<file path="src/rtl/systolic_lane_array_if.sv">
// Byte-wide command, load/sample and drain streams of systolic_lane_array.
// master = the driving side (pin wrapper / bench), slave = the array.
interface systolic_lane_array_if #(
  parameter int WIDTH = 8
) ();
  logic [1:0]       mode;
  logic             load_start;
  logic             run_start;
  logic [WIDTH-1:0] in_data;
  logic             in_valid;
  logic             in_last;
  logic             in_ready;
  logic [WIDTH-1:0] out_data;
  logic             out_valid;
  logic             out_last;
  logic             out_ready;
  logic             busy;

  modport master (
    output mode, load_start, run_start, in_data, in_valid, in_last, out_ready,
    input  in_ready, out_data, out_valid, out_last, busy
  );

  modport slave (
    input  mode, load_start, run_start, in_data, in_valid, in_last, out_ready,
    output in_ready, out_data, out_valid, out_last, busy
  );
endinterface

</file>
<file path="src/rtl/systolic_lane_array.sv">
// 1-D systolic array: stationary weights, per-lane accumulators, selectable semiring.
// Optional macro SYSTOLIC_TROPICAL_EN adds min-plus/max-plus; without it modes 1x act as wrap MAC.
module systolic_lane_array #(
  parameter int WIDTH = 8,
  parameter int LANES = 8
) (
  input  logic                  i_clk,
  input  logic                  i_rst_n,
  systolic_lane_array_if.slave  s_bus
);
  localparam int IW = $clog2(LANES);
  localparam logic [IW-1:0]    LAST_IDX = IW'(LANES - 1);
  localparam logic [WIDTH-1:0] ACC_MAX  = {WIDTH{1'b1}};

  typedef enum logic [2:0] {
    ST_IDLE  = 3'd0,
    ST_LOAD  = 3'd1,
    ST_RUN   = 3'd2,
    ST_FLUSH = 3'd3,
    ST_DRAIN = 3'd4
  } state_t;

  state_t           r_state;
  logic [IW-1:0]    r_idx;
  logic [1:0]       r_mode;
  logic             r_in_ready;
  logic             r_out_valid;
  logic             r_out_last;
  logic [WIDTH-1:0] r_out_data;
  logic             r_busy;
  logic [WIDTH-1:0] r_w   [LANES];
  logic [WIDTH-1:0] r_acc [LANES];
  logic [WIDTH-1:0] r_sx  [LANES];
  logic             r_sv  [LANES];

  state_t           w_state_nxt;
  logic [IW-1:0]    w_idx_nxt;
  logic             w_run_go;
  logic             w_accept;
  logic             w_run_accept;
  logic             w_load_accept;
  logic             w_drain_xfer;
  logic [1:0]       w_mode_eff;
  logic [WIDTH-1:0] w_identity;

  function automatic logic [1:0] f_eff_mode(input logic [1:0] m);
`ifdef SYSTOLIC_TROPICAL_EN
    return m;
`else
    return m[1] ? 2'b00 : m;
`endif
  endfunction

  function automatic logic [WIDTH-1:0] f_op(
    input logic [1:0]       m,
    input logic [WIDTH-1:0] acc,
    input logic [WIDTH-1:0] x,
    input logic [WIDTH-1:0] w
  );
    logic [2*WIDTH-1:0] prod;
    logic [2*WIDTH:0]   sum;
    logic [WIDTH-1:0]   res;
`ifdef SYSTOLIC_TROPICAL_EN
    logic [WIDTH:0]     s_raw;
    logic [WIDTH-1:0]   s_sat;
    s_raw = {1'b0, x} + {1'b0, w};
    s_sat = s_raw[WIDTH] ? ACC_MAX : s_raw[WIDTH-1:0];
`endif
    prod = {{WIDTH{1'b0}}, x} * {{WIDTH{1'b0}}, w};
    sum  = {1'b0, {WIDTH{1'b0}}, acc} + {1'b0, prod};
    case (m)
      2'b01:   res = (sum > {{(WIDTH+1){1'b0}}, ACC_MAX}) ? ACC_MAX : sum[WIDTH-1:0];
`ifdef SYSTOLIC_TROPICAL_EN
      2'b10:   res = (s_sat < acc) ? s_sat : acc;
      2'b11:   res = (s_sat > acc) ? s_sat : acc;
`endif
      default: res = sum[WIDTH-1:0];
    endcase
    return res;
  endfunction

  assign w_accept      = s_bus.in_valid && r_in_ready;
  assign w_run_accept  = (r_state == ST_RUN) && w_accept;
  assign w_load_accept = (r_state == ST_LOAD) && w_accept;
  assign w_drain_xfer  = r_out_valid && s_bus.out_ready;
  assign w_mode_eff    = f_eff_mode(s_bus.mode);
  assign w_identity    = (w_mode_eff == 2'b10) ? ACC_MAX : {WIDTH{1'b0}};

  // Next-state and shared index (load beat / flush count / drain lane)
  always_comb begin
    w_state_nxt = r_state;
    w_idx_nxt   = r_idx;
    w_run_go    = 1'b0;
    case (r_state)
      ST_IDLE: begin
        if (s_bus.load_start) begin
          w_state_nxt = ST_LOAD;
          w_idx_nxt   = '0;
        end else if (s_bus.run_start) begin
          w_state_nxt = ST_RUN;
          w_run_go    = 1'b1;
        end else begin
          w_state_nxt = ST_IDLE;
        end
      end
      ST_LOAD: begin
        if (w_accept) begin
          if (r_idx == LAST_IDX) begin
            w_state_nxt = ST_IDLE;
            w_idx_nxt   = '0;
          end else begin
            w_idx_nxt = r_idx + 1'b1;
          end
        end else begin
          w_state_nxt = ST_LOAD;
        end
      end
      ST_RUN: begin
        if (w_accept && s_bus.in_last) begin
          w_state_nxt = ST_FLUSH;
          w_idx_nxt   = '0;
        end else begin
          w_state_nxt = ST_RUN;
        end
      end
      ST_FLUSH: begin
        // last lane consumes the final sample on the same edge we leave FLUSH
        if (r_idx == LAST_IDX) begin
          w_state_nxt = ST_DRAIN;
          w_idx_nxt   = '0;
        end else begin
          w_idx_nxt = r_idx + 1'b1;
        end
      end
      ST_DRAIN: begin
        if (w_drain_xfer) begin
          if (r_idx == LAST_IDX) begin
            w_state_nxt = ST_IDLE;
            w_idx_nxt   = '0;
          end else begin
            w_idx_nxt = r_idx + 1'b1;
          end
        end else begin
          w_state_nxt = ST_DRAIN;
        end
      end
      default: begin
        w_state_nxt = ST_IDLE;
        w_idx_nxt   = '0;
      end
    endcase
  end

  // State register and registered outputs derived from the next state
  always_ff @(posedge i_clk) begin
    if (!i_rst_n) begin
      r_state     <= ST_IDLE;
      r_idx       <= '0;
      r_mode      <= 2'b00;
      r_in_ready  <= 1'b0;
      r_out_valid <= 1'b0;
      r_out_last  <= 1'b0;
      r_out_data  <= '0;
      r_busy      <= 1'b0;
    end else begin
      r_state     <= w_state_nxt;
      r_idx       <= w_idx_nxt;
      r_mode      <= w_run_go ? w_mode_eff : r_mode;
      r_in_ready  <= (w_state_nxt == ST_LOAD) || (w_state_nxt == ST_RUN);
      r_out_valid <= (w_state_nxt == ST_DRAIN);
      r_out_last  <= (w_state_nxt == ST_DRAIN) && (w_idx_nxt == LAST_IDX);
      r_out_data  <= (w_state_nxt == ST_DRAIN) ? r_acc[w_idx_nxt] : '0;
      r_busy      <= (w_state_nxt != ST_IDLE);
    end
  end

  // Weights, sample pipe and per-lane accumulators
  always_ff @(posedge i_clk) begin
    if (!i_rst_n) begin
      for (int i = 0; i < LANES; i++) begin
        r_w[i]   <= '0;
        r_acc[i] <= '0;
        r_sx[i]  <= '0;
        r_sv[i]  <= 1'b0;
      end
    end else begin
      r_sv[0] <= w_run_accept;
      r_sx[0] <= w_run_accept ? s_bus.in_data : r_sx[0];
      for (int i = 1; i < LANES; i++) begin
        r_sv[i] <= r_sv[i-1];
        r_sx[i] <= r_sx[i-1];
      end
      for (int i = 0; i < LANES; i++) begin
        if (w_load_accept && (r_idx == IW'(i))) begin
          r_w[i] <= s_bus.in_data;
        end
        if (w_run_go) begin
          r_acc[i] <= w_identity;
        end else if (r_sv[i]) begin
          r_acc[i] <= f_op(r_mode, r_acc[i], r_sx[i], r_w[i]);
        end
      end
    end
  end

  assign s_bus.in_ready  = r_in_ready;
  assign s_bus.out_valid = r_out_valid;
  assign s_bus.out_last  = r_out_last;
  assign s_bus.out_data  = r_out_data;
  assign s_bus.busy      = r_busy;
endmodule

</file>
<file path="src/flat_wrapper.sv">
// flat-port wrapper written by rule: the top's interface ports become plain ports
module systolic_lane_array_flat 
#(
  parameter int WIDTH = 8,
  parameter int LANES = 8
)
  (i_clk, i_rst_n, s_bus_mode, s_bus_load_start, s_bus_run_start, s_bus_in_data, s_bus_in_valid, s_bus_in_last, s_bus_out_ready, s_bus_in_ready, s_bus_out_data, s_bus_out_valid, s_bus_out_last, s_bus_busy);
  systolic_lane_array_if #(.WIDTH(WIDTH)) s_bus_i ();
  input  logic i_clk;
  input  logic i_rst_n;
  input wire logic [$bits(s_bus_i.mode)-1:0] s_bus_mode;
  input wire logic [$bits(s_bus_i.load_start)-1:0] s_bus_load_start;
  input wire logic [$bits(s_bus_i.run_start)-1:0] s_bus_run_start;
  input wire logic [$bits(s_bus_i.in_data)-1:0] s_bus_in_data;
  input wire logic [$bits(s_bus_i.in_valid)-1:0] s_bus_in_valid;
  input wire logic [$bits(s_bus_i.in_last)-1:0] s_bus_in_last;
  input wire logic [$bits(s_bus_i.out_ready)-1:0] s_bus_out_ready;
  output wire logic [$bits(s_bus_i.in_ready)-1:0] s_bus_in_ready;
  output wire logic [$bits(s_bus_i.out_data)-1:0] s_bus_out_data;
  output wire logic [$bits(s_bus_i.out_valid)-1:0] s_bus_out_valid;
  output wire logic [$bits(s_bus_i.out_last)-1:0] s_bus_out_last;
  output wire logic [$bits(s_bus_i.busy)-1:0] s_bus_busy;
  assign s_bus_i.mode = s_bus_mode;
  assign s_bus_i.load_start = s_bus_load_start;
  assign s_bus_i.run_start = s_bus_run_start;
  assign s_bus_i.in_data = s_bus_in_data;
  assign s_bus_i.in_valid = s_bus_in_valid;
  assign s_bus_i.in_last = s_bus_in_last;
  assign s_bus_i.out_ready = s_bus_out_ready;
  assign s_bus_in_ready = s_bus_i.in_ready;
  assign s_bus_out_data = s_bus_i.out_data;
  assign s_bus_out_valid = s_bus_i.out_valid;
  assign s_bus_out_last = s_bus_i.out_last;
  assign s_bus_busy = s_bus_i.busy;
  systolic_lane_array #(.WIDTH(WIDTH), .LANES(LANES)) u_core (.i_clk(i_clk), .i_rst_n(i_rst_n), .s_bus(s_bus_i));
endmodule
</file>
<file path="config.mk">
export PLATFORM = sky130hd
export DESIGN_NAME = systolic_lane_array_flat
export DESIGN_NICKNAME = d
export VERILOG_FILES = /design/src/rtl/systolic_lane_array_if.sv /design/src/rtl/systolic_lane_array.sv /design/src/flat_wrapper.sv
export SDC_FILE = /design/constraint.sdc
export NUM_CORES = 1
export LEC_CHECK = 0
export CORE_MARGIN = 3
export CORE_UTILIZATION = 60
export DETAILED_ROUTE_END_ITERATION = 7
export GPL_ROUTABILITY_DRIVEN = 0
export PLACE_DENSITY = 0.77
export SLEW_MARGIN = 30
export SYNTH_ARGS = -nofsm -noshare
export SYNTH_HDL_FRONTEND = slang
export SYNTH_SLANG_ARGS = --single-unit
</file>
<file path="constraint.sdc">
create_clock -name i_clk -period 7.6 [get_ports i_clk]
set_clock_uncertainty 0.15 [all_clocks]
set_input_delay 1.52 -clock i_clk [delete_from_list [all_inputs] [get_ports i_clk]]
set_output_delay 1.52 -clock i_clk [all_outputs]
set_load 0.02 [all_outputs]
</file>
Word-level counts from Yosys, hierarchy flattened:

Memories as Yosys holds them, arrays and structs flattened. A register that Yosys moved wholly into a read port is not among the register bits.
Index checks and enable logic that the tools add are counted.

* memories kept: 4
* bits in writable memories: 200
* output and inout bits: 12
* register bits after elaboration: 12

Memory list
* u_core.r_acc: depth 8, width 8, read ports 9, clocked after memory_dff 1, write ports 8, line systolic_lane_array.sv:32 `logic [WIDTH-1:0] r_acc [LANES];`
* u_core.r_sx: depth 8, width 8, read ports 8, clocked after memory_dff 0, write ports 8, line systolic_lane_array.sv:33 `logic [WIDTH-1:0] r_sx [LANES];`
* u_core.r_w: depth 8, width 8, read ports 8, clocked after memory_dff 0, write ports 8, line systolic_lane_array.sv:31 `logic [WIDTH-1:0] r_w [LANES];`
* u_core.r_sv: depth 8, width 1, read ports 8, clocked after memory_dff 0, write ports 8, line systolic_lane_array.sv:34 `logic r_sv [LANES];`

* reduce and logical (&&, ||, !) cells: 20
* muxes and demuxes: 161
* $mul: 8
* add/subtract/negate cells: 9
* magnitude comparators: 8
* equal/unequal tests: 17
* bitwise logic cells: 40

Operator list (number)
* $mux 8: 74
* $add 8x16->17: 8
* $gt 17x8->1 const B: 8
* $mul 8x8->16: 8
* $mux 1: 74
* $or 1x1->1: 40
* $mux 3: 10
* $pmux 3 s5: 2
* $eq 3x3->1 const B: 7
* $eq 3x2->1 const B: 5
* $logic_and 1x1->1: 14
* $eq 3x1->1 const B: 3
* $logic_not 3->1: 2
* $add 3x1->3 const B: 1
* $reduce_bool 3->1: 1
* $eq 2x1->1 const B: 1
* $eq 2x2->1 const B: 1
* $mux 2: 1
* $reduce_and 2->1: 1
* $logic_not 1->1: 1
* $logic_or 1x1->1: 1

Logic depth before layout (Yosys ltp):

Gate-level depths: netlist of run 1.
An unclocked memory read counts as a cell.

* word-level depth: 10
* gate-level depth with buffers: 20
* depth with buffers taken out: 19

Worst setup path after synthesis of run 1:

No wires, ideal clock.

* kind: register -> register
* start: memory u_core.r_sx[0][0]
* end: memory u_core.r_acc[0][0], data pin
* data arrival time: 5020 ps
* setup time: 272 ps
* cell stages (with the launch flop): 19
* buffers on the path: 1
* slack: 2158 ps
* path through: dfxtp_1 clkbuf_1 nand2_1 fa_1 fa_1 inv_1 fa_1 inv_1 fa_1 inv_1 ha_1 o21a_1 o31ai_2 a211oi_2 a21oi_1 mux2_4 or4_4 o41ai_4 a21oi_1

RTL lines (line)
* from (decl): systolic_lane_array.sv:33
* to (decl): systolic_lane_array.sv:32

==> summary.md, run 1 <==
| Metric | Value |
|---|---|
| P per Cell Area | roughly 100 nW/µm² |
| Antenna-violating nets left | 0 |
| Core utilization of the finished layout | 0.651 |
| Share of the synthesized area in the top cell type | 0.260 |
| Standard cell with the maximum stage delay on the critical path | sky130_fd_sc_hd__o41ai_2 |
| Share of cells above drive strength 1 | 0.0285 |
| CP top delay family | adder cells |
| Number of flops mapped to enable cells by yosys | 128 |
| Worst EP required | 7690 ps |
| Number of buffers inserted by hold repair at cts | 0 |
| Clock Path Buffers | 3 |
| Area taken by flip-flops and latches | about 5700 µm² |
| Number of max-cap violations | 0 |
| Drt via density | about 5.6 |
| Length of routed met3 wiring | 3.85 mm |
| Post-place setup slack | 1760 ps |
| Most numerous cell types in the synthesized netlist | 574 x sky130_fd_sc_hd__inv_1, 352 x sky130_fd_sc_hd__fa_1, 349 x sky130_fd_sc_hd__and2_1, 326 x sky130_fd_sc_hd__ha_1, 306 x sky130_fd_sc_hd__nand2_1 |
| Initial antenna violation count | 2 |
| Highest layer used for signal routing | met5 |
| Worst reg2reg path startpoint | u_core.r_sx[1][2]$_SDFF_PN0_ |
| Clock-pin slew of the registers on the worst-case setup and hold paths | ~60 ps |
| Most instantiated flip-flop cell in the synthesis netlist | sky130_fd_sc_hd__edfxtp_1 |
| Fmax | around 170 MHz |
| Final nets | approximately 3600 |
| First-pass GRT wire length | between 100 and 150 mm |
| Count of TritonRoute iterations in the first routing pass | 5 |
| Clock latency reported for the late side of the worst-skew pair | 530 ps |
| Total Neg Setup Slack | 0 ps |
| Post-Synthesis Cell Area | 27100 µm² |
| Count of final max-slew check failures | 0 |
| Period utilisation layout | 0.780 |
| Hold endpoint | u_core.r_sv[0][4]$_SDFF_PN0_ |
| Number of setup buffers added after CTS | 0 |
| Placed Area | between 20000 and 30000 µm² |
| Placed Cells | 3496 |
| Filler Cell Count | 3476 |
| Register-to-register path setup slack | 1670 ps |
| Total detailed-routing wirelength | between 60 and 70 mm |
| Area used by multi-input combinational logic | 19100 µm² |
| Number of top-level pins | 29 |
| Final setup slack of the worst path | 1670 ps |
| Arrival time worst endpoint | 6020 ps |
| Met2 layer wire length in the routed design | 30.9 mm |
| Most area-hungry cell type in the Yosys netlist | sky130_fd_sc_hd__fa_1 |
| Slowest cell delay on critical path | just under 800 ps |
| Crit Reg-Reg Endpoint | u_core.r_acc[4][2]$_SDFFCE_PN0P_ |
| Layout-stage area growth over the synthesis result | 6.58% |
| Cell repeated most along the worst path | sky130_fd_sc_hd__fa_1 |
| Fraction of registers with async set or reset after synthesis | 0 |
| Worst path cell trace | nand2_1 -> fa_1 -> fa_1 -> inv_1 -> fa_1 -> inv_1 -> fa_1 -> inv_1 -> ha_1 -> and3_1 -> a221oi_2 -> a2111oi_0 -> o31a_1 -> nor4_1 -> o21ai_1 -> o41ai_2 -> a21oi_1 |
| Highest ir drop seen on vdd | 0.203 mV |
| Leakage power total | ~15 nW |
| Number of global-route vias before repair | 20900 |
| Post-Syn Area per Cell | 9.31 µm² |
| Run status | finished clean |
| Worst Path Max Fanout | 9 |
| Initial standard-cell utilization of the core | 0.610 |
| Register bit count reported by yosys | approximately 220 |
| Initial DRC count | approximately 1500 |
| Antenna cells | 0 |
| Total track usage | 0.267 |
| Cells resized by post-CTS repair | 0 |
| Remaining Overflow, GRT | 0 |
| Post-synthesis sequential area ratio | 0.209 |
| Worst min-delay path class | flip-flop to flip-flop |
| Post-synthesis cell count | 2913 |
| Maximum number of pins on one net before global-route repair | 52 |
| Type of the worst setup path | flip-flop to flip-flop |
| Net count after synthesis | between 3000 and 4000 |
| Synthesis warning total | 0 |
| Crit path buffers/inverters | 3 |
| Hold Path Stages | 1 |
| Clock tree from TritonCTS | done |
| Number of different library cells in the post-synthesis netlist | 79 |
| CTS sink count | 219 |
| Final instance area | about 29000 µm² |
| Number of standard cells in the final layout excluding fillers | 3544 |
| Count of input and output buffers | 28 |
| Shortest clock period the worst path allows after layout | 5930 ps |
| Die Footprint | 47800 µm² |
| Vert. Die Dim | 219 µm |
| Clock buffers created by TritonCTS | 26 |
| Clk Tree Root Cell | sky130_fd_sc_hd__clkbuf_16 |
| Biggest area contributors in the synthesized netlist | sky130_fd_sc_hd__fa_1 26%, sky130_fd_sc_hd__ha_1 15%, sky130_fd_sc_hd__edfxtp_1 14% |
| Sort of element at the end of the critical path | flip-flop |
| Max-slew headroom at the worst pin | 0.437 |
| Count of final setup violators | 0 |
| Most common cell in the netlist | sky130_fd_sc_hd__inv_1 |
| Via count | 20000 |
| DP Wirelength | 50.6 mm |
| Cell row count | 77 |
| Slew at the pin with the worst max-slew slack | 835 ps |
| Detailed-route DRC error count | 0 |
| Horizontal die dimension | 219 µm |
| Post-DR wirelength/cell | 17.5 µm |
| Final hold violation count | 0 |
| Clock H-tree levels | 1 |
| Worst Hold Launch | u_core.r_sv[0][3]$_SDFF_PN0_ |
| Setup repair after global routing missed its margin | no |
| Met1 Wirelength | 25.5 mm |
| Nature of the critical path startpoint | flip-flop |
| Core area | 44400 µm² |
| Worst Reg2Reg Path Length in Cells | 17 |
worst reg2reg max path, delay by kind of cell (launching register included):
family / cells / cell delay, ps
AOI/OAI and AO/OA: 6 / 1880
adders and majority gates: 5 / 2310
buffers and inverters: 3 / 140
DFF: 1 / 590
and+or+nand+nor: 3 / 580
per-stage QoR:
step	hold slack, ps	power, mW
after floorplan	298	1.50
after global placement	323	1.58
after detailed placement	332	1.59
after CTS	342	2.87
after global routing	369	2.96
final	344	2.87
per-layer routing:
layer | up-vias | track usage
met1 | 9827 | 0.355
met3 | 131 | 0.0253
met5 | - | 0
li1 | 9367 | -
met4 | 2 | 0.0724
met2 | 694 | 0.470
cells in the final DEF, fill, tap and decap left out, types with 6 or more instances in the layout:
cell type and instances:
sky130_fd_sc_hd__a2111oi_0 6, sky130_fd_sc_hd__a211oi_1 16, sky130_fd_sc_hd__a21boi_0 6, sky130_fd_sc_hd__a21o_1 26
sky130_fd_sc_hd__a21oi_1 142, sky130_fd_sc_hd__a31oi_1 12, sky130_fd_sc_hd__and2_1 349, sky130_fd_sc_hd__and3_1 9
sky130_fd_sc_hd__clkbuf_16 27, sky130_fd_sc_hd__clkdlybuf4s50_1 27, sky130_fd_sc_hd__dfxtp_1 91, sky130_fd_sc_hd__edfxtp_1 128
sky130_fd_sc_hd__fa_1 352, sky130_fd_sc_hd__ha_1 326, sky130_fd_sc_hd__inv_1 574, sky130_fd_sc_hd__mux2i_1 31
sky130_fd_sc_hd__nand2_1 306, sky130_fd_sc_hd__nand2b_1 21, sky130_fd_sc_hd__nand3_1 24, sky130_fd_sc_hd__nor2_1 141
sky130_fd_sc_hd__nor2b_1 20, sky130_fd_sc_hd__nor3_1 18, sky130_fd_sc_hd__nor4_1 6, sky130_fd_sc_hd__o211ai_1 13
sky130_fd_sc_hd__o21a_1 14, sky130_fd_sc_hd__o21ai_0 55, sky130_fd_sc_hd__o21bai_1 9, sky130_fd_sc_hd__o22ai_1 21
sky130_fd_sc_hd__or2_2 10, sky130_fd_sc_hd__xnor2_1 26, sky130_fd_sc_hd__xor2_1 19
power by group:
group | switching (mW) | internal (mW) | leakage, nW
clock | 0.510 | 0.784 | 0.442
combinational | 0.145 | 0.0761 | 12.4
sequential | 0.0574 | 1.30 | 2.06
layout make-up:
| type | instances | area share |
|---|---|---|
| clock buffers | 32 | 0.0251 |
| repair buffers | 32 | 0.0106 |
| inverters | 574 | 0.0746 |
| flip-flops and latches | 219 | 0.196 |
| clock inverters | 16 | 0.00619 |
| well taps | 592 | 0.0256 |
| multi-input cells | 2079 | 0.662 |
cells by family after synthesis:
family	share of synthesized area
buffers and inverters	0.0858
flip-flops	0.209
AND/OR/NAND/NOR	0.174
XOR/XNOR	0.0145
AO/OA/AOI/OAI	0.0939
multiplexers	0.0124
adder cells (fa/ha/maj)	0.410
worst max path at each step:
stage | end | from | slack [ps] | depth (start not counted)
global placement | u_core.r_acc[5][2]$_SDFFCE_PN0P_ | u_core.r_w[1][10]$_SDFFCE_PN0P_ | 1810 | 16
floorplan | u_core.r_acc[0][0]$_SDFFCE_PN0P_ | u_core.r_sx[0][0]$_SDFFE_PN0P_ | 2160 | 18
CTS | u_core.r_acc[1][6]$_SDFFCE_PN0P_ | u_core.r_w[0][15]$_SDFFCE_PN0P_ | 1720 | 16
detailed placement | u_core.r_acc[0][2]$_SDFFCE_PN0P_ | u_core.r_w[0][1]$_SDFFCE_PN0P_ | 1760 | 16
finish | u_core.r_acc[4][2]$_SDFFCE_PN0P_ | u_core.r_sx[1][2]$_SDFF_PN0_ | 1670 | 17
global route | u_core.r_acc[4][2]$_SDFFCE_PN0P_ | u_core.r_sx[1][5]$_SDFF_PN0_ | 1360 | 17
registers in the layout, indices dropped and copies added, names as in the netlist:
signal	count
u_core.r_acc	64
u_core.r_idx	3
u_core.r_mode	1
u_core.r_state	3
u_core.r_sv	8
u_core.r_sx	64
u_core.r_w	64
u_core.s_bus.busy	1
u_core.s_bus.in_ready	1
u_core.s_bus.out_data	8
u_core.s_bus.out_last	1
u_core.s_bus.out_valid	1
Note: power is estimated with default switching activity, not from simulation.
==> inputs of run 2 (changes only) <==
Clock period 7.6 ns to 5.9 ns, I/O delays scaled along.
==> run 2 against run 1 <==
  * Register-to-register slack lost 1500 ps
  * Routed wire length shrank 0.75%
  * Clock power grew 14%
  * Critical path type unchanged
==> summary.md, run 2 (synthesis gave the netlist of run 1 again) <==
| Metric | Value |
|---|---|
| Commonest cells after routing, fill and taps aside | 574 x sky130_fd_sc_hd__inv_1, 352 x sky130_fd_sc_hd__fa_1, 349 x sky130_fd_sc_hd__and2_1, 326 x sky130_fd_sc_hd__ha_1, 306 x sky130_fd_sc_hd__nand2_1 |
| Setup repair after global routing missed its margin | no |
| Core area | 44400 µm² |
| Count of final max-slew check failures | 0 |
| Clock-pin slew of the registers on the worst-case setup and hold paths | 70 ps |
| Most common cell after layout, fill and taps aside | sky130_fd_sc_hd__inv_1 |
| Internal power consumption | 2.59 mW |
| Final nets | about 3600 |
| Part of the power in registers | 0.499 |
| Post-DR wirelength/cell | roughly 17 µm |
| Final instance area | 28900 µm² |
| Layout-stage area growth over the synthesis result | 6.63% |
| Worst EP required | between 6000 and 7000 ps |
| Placed Area | 28100 µm² |
| Total detailed-routing wirelength | 61.4 mm |
| Net Switching | approximately 0.91 mW |
| DP Wirelength | 49.8 mm |
| Antenna-violating nets left | 0 |
| Highest ir drop seen on vdd | 0.202 mV |
| Number of max-cap violations | 0 |
| Clock Path Buffers | 3 |
| Area taken by flip-flops and latches | 5670 µm² |
| Die Footprint | 47800 µm² |
| Count of input and output buffers | 28 |
| Initial DRC count | ~1300 |
| Via count | between 20000 and 25000 |
| Worst min-delay path class | flip-flop to flip-flop |
| Initial antenna violation count | 0 |
| Detailed-route DRC error count | 0 |
| Antenna cells | 0 |
| Total Neg Setup Slack | 0 ps |
| Max-slew headroom at the worst pin | 0.460 |
| Clock H-tree levels | 1 |
| Clock latency reported for the late side of the worst-skew pair | ~530 ps |
| Type of the worst setup path | flip-flop to flip-flop |
| Clock buffers created by TritonCTS | 24 |
| Cell row count | 77 |
| Number of global-route vias before repair | 21000 |
| Arrival time worst endpoint | around 5900 ps |
| Clock tree from TritonCTS | done |
| Fmax | 174 MHz |
| Drt via density | 5.65 |
| Final hold violation count | 0 |
| Initial standard-cell utilization of the core | 0.610 |
| Share of power burned in the clock network | 0.419 |
| Slew at the pin with the worst max-slew slack | 810 ps |
| Share of cells above drive strength 1 | 0.0327 |
| Share of total power consumed by net switching | 0.259 |
| Combinational Power Share | 0.082 |
| Number of top-level pins | 29 |
| Count of TritonRoute iterations in the first routing pass | 5 |
| Clk Tree Root Cell | sky130_fd_sc_hd__clkbuf_16 |
| Leakage power total | 14.9 nW |
| Leading registers by flop count | u_core.r_acc (64), u_core.r_sx (64), u_core.r_w (64) |
| Maximum number of pins on one net before global-route repair | 68 |
| Horizontal die dimension | between 200 and 250 µm |
| Sort of element at the end of the critical path | flip-flop |
| Filler Cell Count | 3532 |
| Vert. Die Dim | 219 µm |
| Remaining Overflow, GRT | 0 |
| Worst Path Max Fanout | 9 |
| Shortest clock period the worst path allows after layout | 5760 ps |
| CTS sink count | 219 |
| Nature of the critical path startpoint | flip-flop |
| P per Cell Area | 121 nW/µm² |
| Total track usage | 0.264 |
| Run status | finished clean |
| Area used by multi-input combinational logic | 19100 µm² |
| First-pass GRT wire length | between 100 and 150 mm |
| Count of final setup violators | 0 |
| Period utilisation layout | 0.976 |
[run 2: cell types whose count changed in the layout (fill, tap and decap cells not counted), moves of 2 or more]
cell / previous run / this run
sky130_fd_sc_hd__clkbuf_8: 3 / 1
sky130_fd_sc_hd__clkbuf_1: 2 / 4
sky130_fd_sc_hd__clkbuf_16: 27 / 24
sky130_fd_sc_hd__clkinv_2: 4 / 2
sky130_fd_sc_hd__inv_6: 1 / 3
sky130_fd_sc_hd__bufinv_16: 3 / 1
sky130_fd_sc_hd__buf_4: 4 / 22
[run 2: metrics by stage]
stage / setup WS (ps) / util / cells / hold WS [ps] / power (mW)
CTS: 42.1 / 0.650 / 3557 / 347 / 3.49
global route: 43.9 / 0.651 / 3558 / 379 / 3.60
global placement: 214 / 0.633 / 3513 / 311 / 2.04
finish: 141 / 0.651 / 3558 / 354 / 3.50
detailed placement: 14.1 / 0.633 / 3513 / 329 / 2.05
floorplan: 458 / - / 2913 / 298 / 1.93
[run 2: what timing repair did]
| action | 4_1_cts | 5_1_grt |
|---|---|---|
| gates resized for setup | 0 | 4 |
| hold buffers | 0 | 0 |
| setup endpoints to repair | 0 | 26 |
| setup buffers | 0 | 1 |
[run 2: critical path: stages (launching register included)]
cell and delay, ps:
sky130_fd_sc_hd__dfxtp_1 630, sky130_fd_sc_hd__and2_1 210, sky130_fd_sc_hd__fa_1 450, sky130_fd_sc_hd__fa_1 500, sky130_fd_sc_hd__fa_1 480, sky130_fd_sc_hd__inv_1 50
sky130_fd_sc_hd__fa_1 480, sky130_fd_sc_hd__inv_1 40, sky130_fd_sc_hd__ha_1 380, sky130_fd_sc_hd__a21oi_2 300, sky130_fd_sc_hd__nand2_1 120, sky130_fd_sc_hd__o211ai_1 220
sky130_fd_sc_hd__o211ai_1 110, sky130_fd_sc_hd__a2111oi_0 640, sky130_fd_sc_hd__o311ai_0 250, sky130_fd_sc_hd__o21ai_1 190, sky130_fd_sc_hd__buf_4 210, sky130_fd_sc_hd__a21oi_1 90
[run 2: per-layer routing]
layer	GRT usage	part of all wire	vias to the layer above	wire length, µm
met5	0	0	-	0
met4	0.0987	0.042	0	2570
met3	0.0389	0.063	167	3890
met2	0.452	0.49	651	30000
met1	0.340	0.41	9906	25000
li1	-	-	9392	-
[run 2: final timing paths]
path,from,end,slack (ps),cells past startpoint
max,u_core.r_sx[0][29]$_SDFF_PN0_,u_core.r_acc[3][2]$_SDFFCE_PN0P_,140,17
min,u_core.r_sv[0][5]$_DFF_P_,u_core.r_sv[0][6]$_SDFF_PN0_,350,1
min reg2reg,u_core.r_sv[0][5]$_DFF_P_,u_core.r_sv[0][6]$_SDFF_PN0_,350,1
max reg2reg,u_core.r_sx[0][29]$_SDFF_PN0_,u_core.r_acc[3][2]$_SDFFCE_PN0P_,140,17
[run 2: layout make-up]
class,instances,share of cell area
inverters,574,0.0745
clock inverters,15,0.00493
repair buffers,50,0.0152
clock buffers,29,0.0218
flip-flops and latches,219,0.196
multi-input cells,2079,0.662
well taps,592,0.0256
[run 2: power by group through the flow]
stage / clock network [mW] / logic, mW / registers [mW]
2_1_floorplan: 0 / 0.194 / 1.74
3_3_place_gp: 0 / 0.270 / 1.77
3_5_place_dp: 0 / 0.281 / 1.77
4_1_cts: 1.46 / 0.285 / 1.74
5_1_grt: 1.52 / 0.322 / 1.75
6_report: 1.47 / 0.286 / 1.74
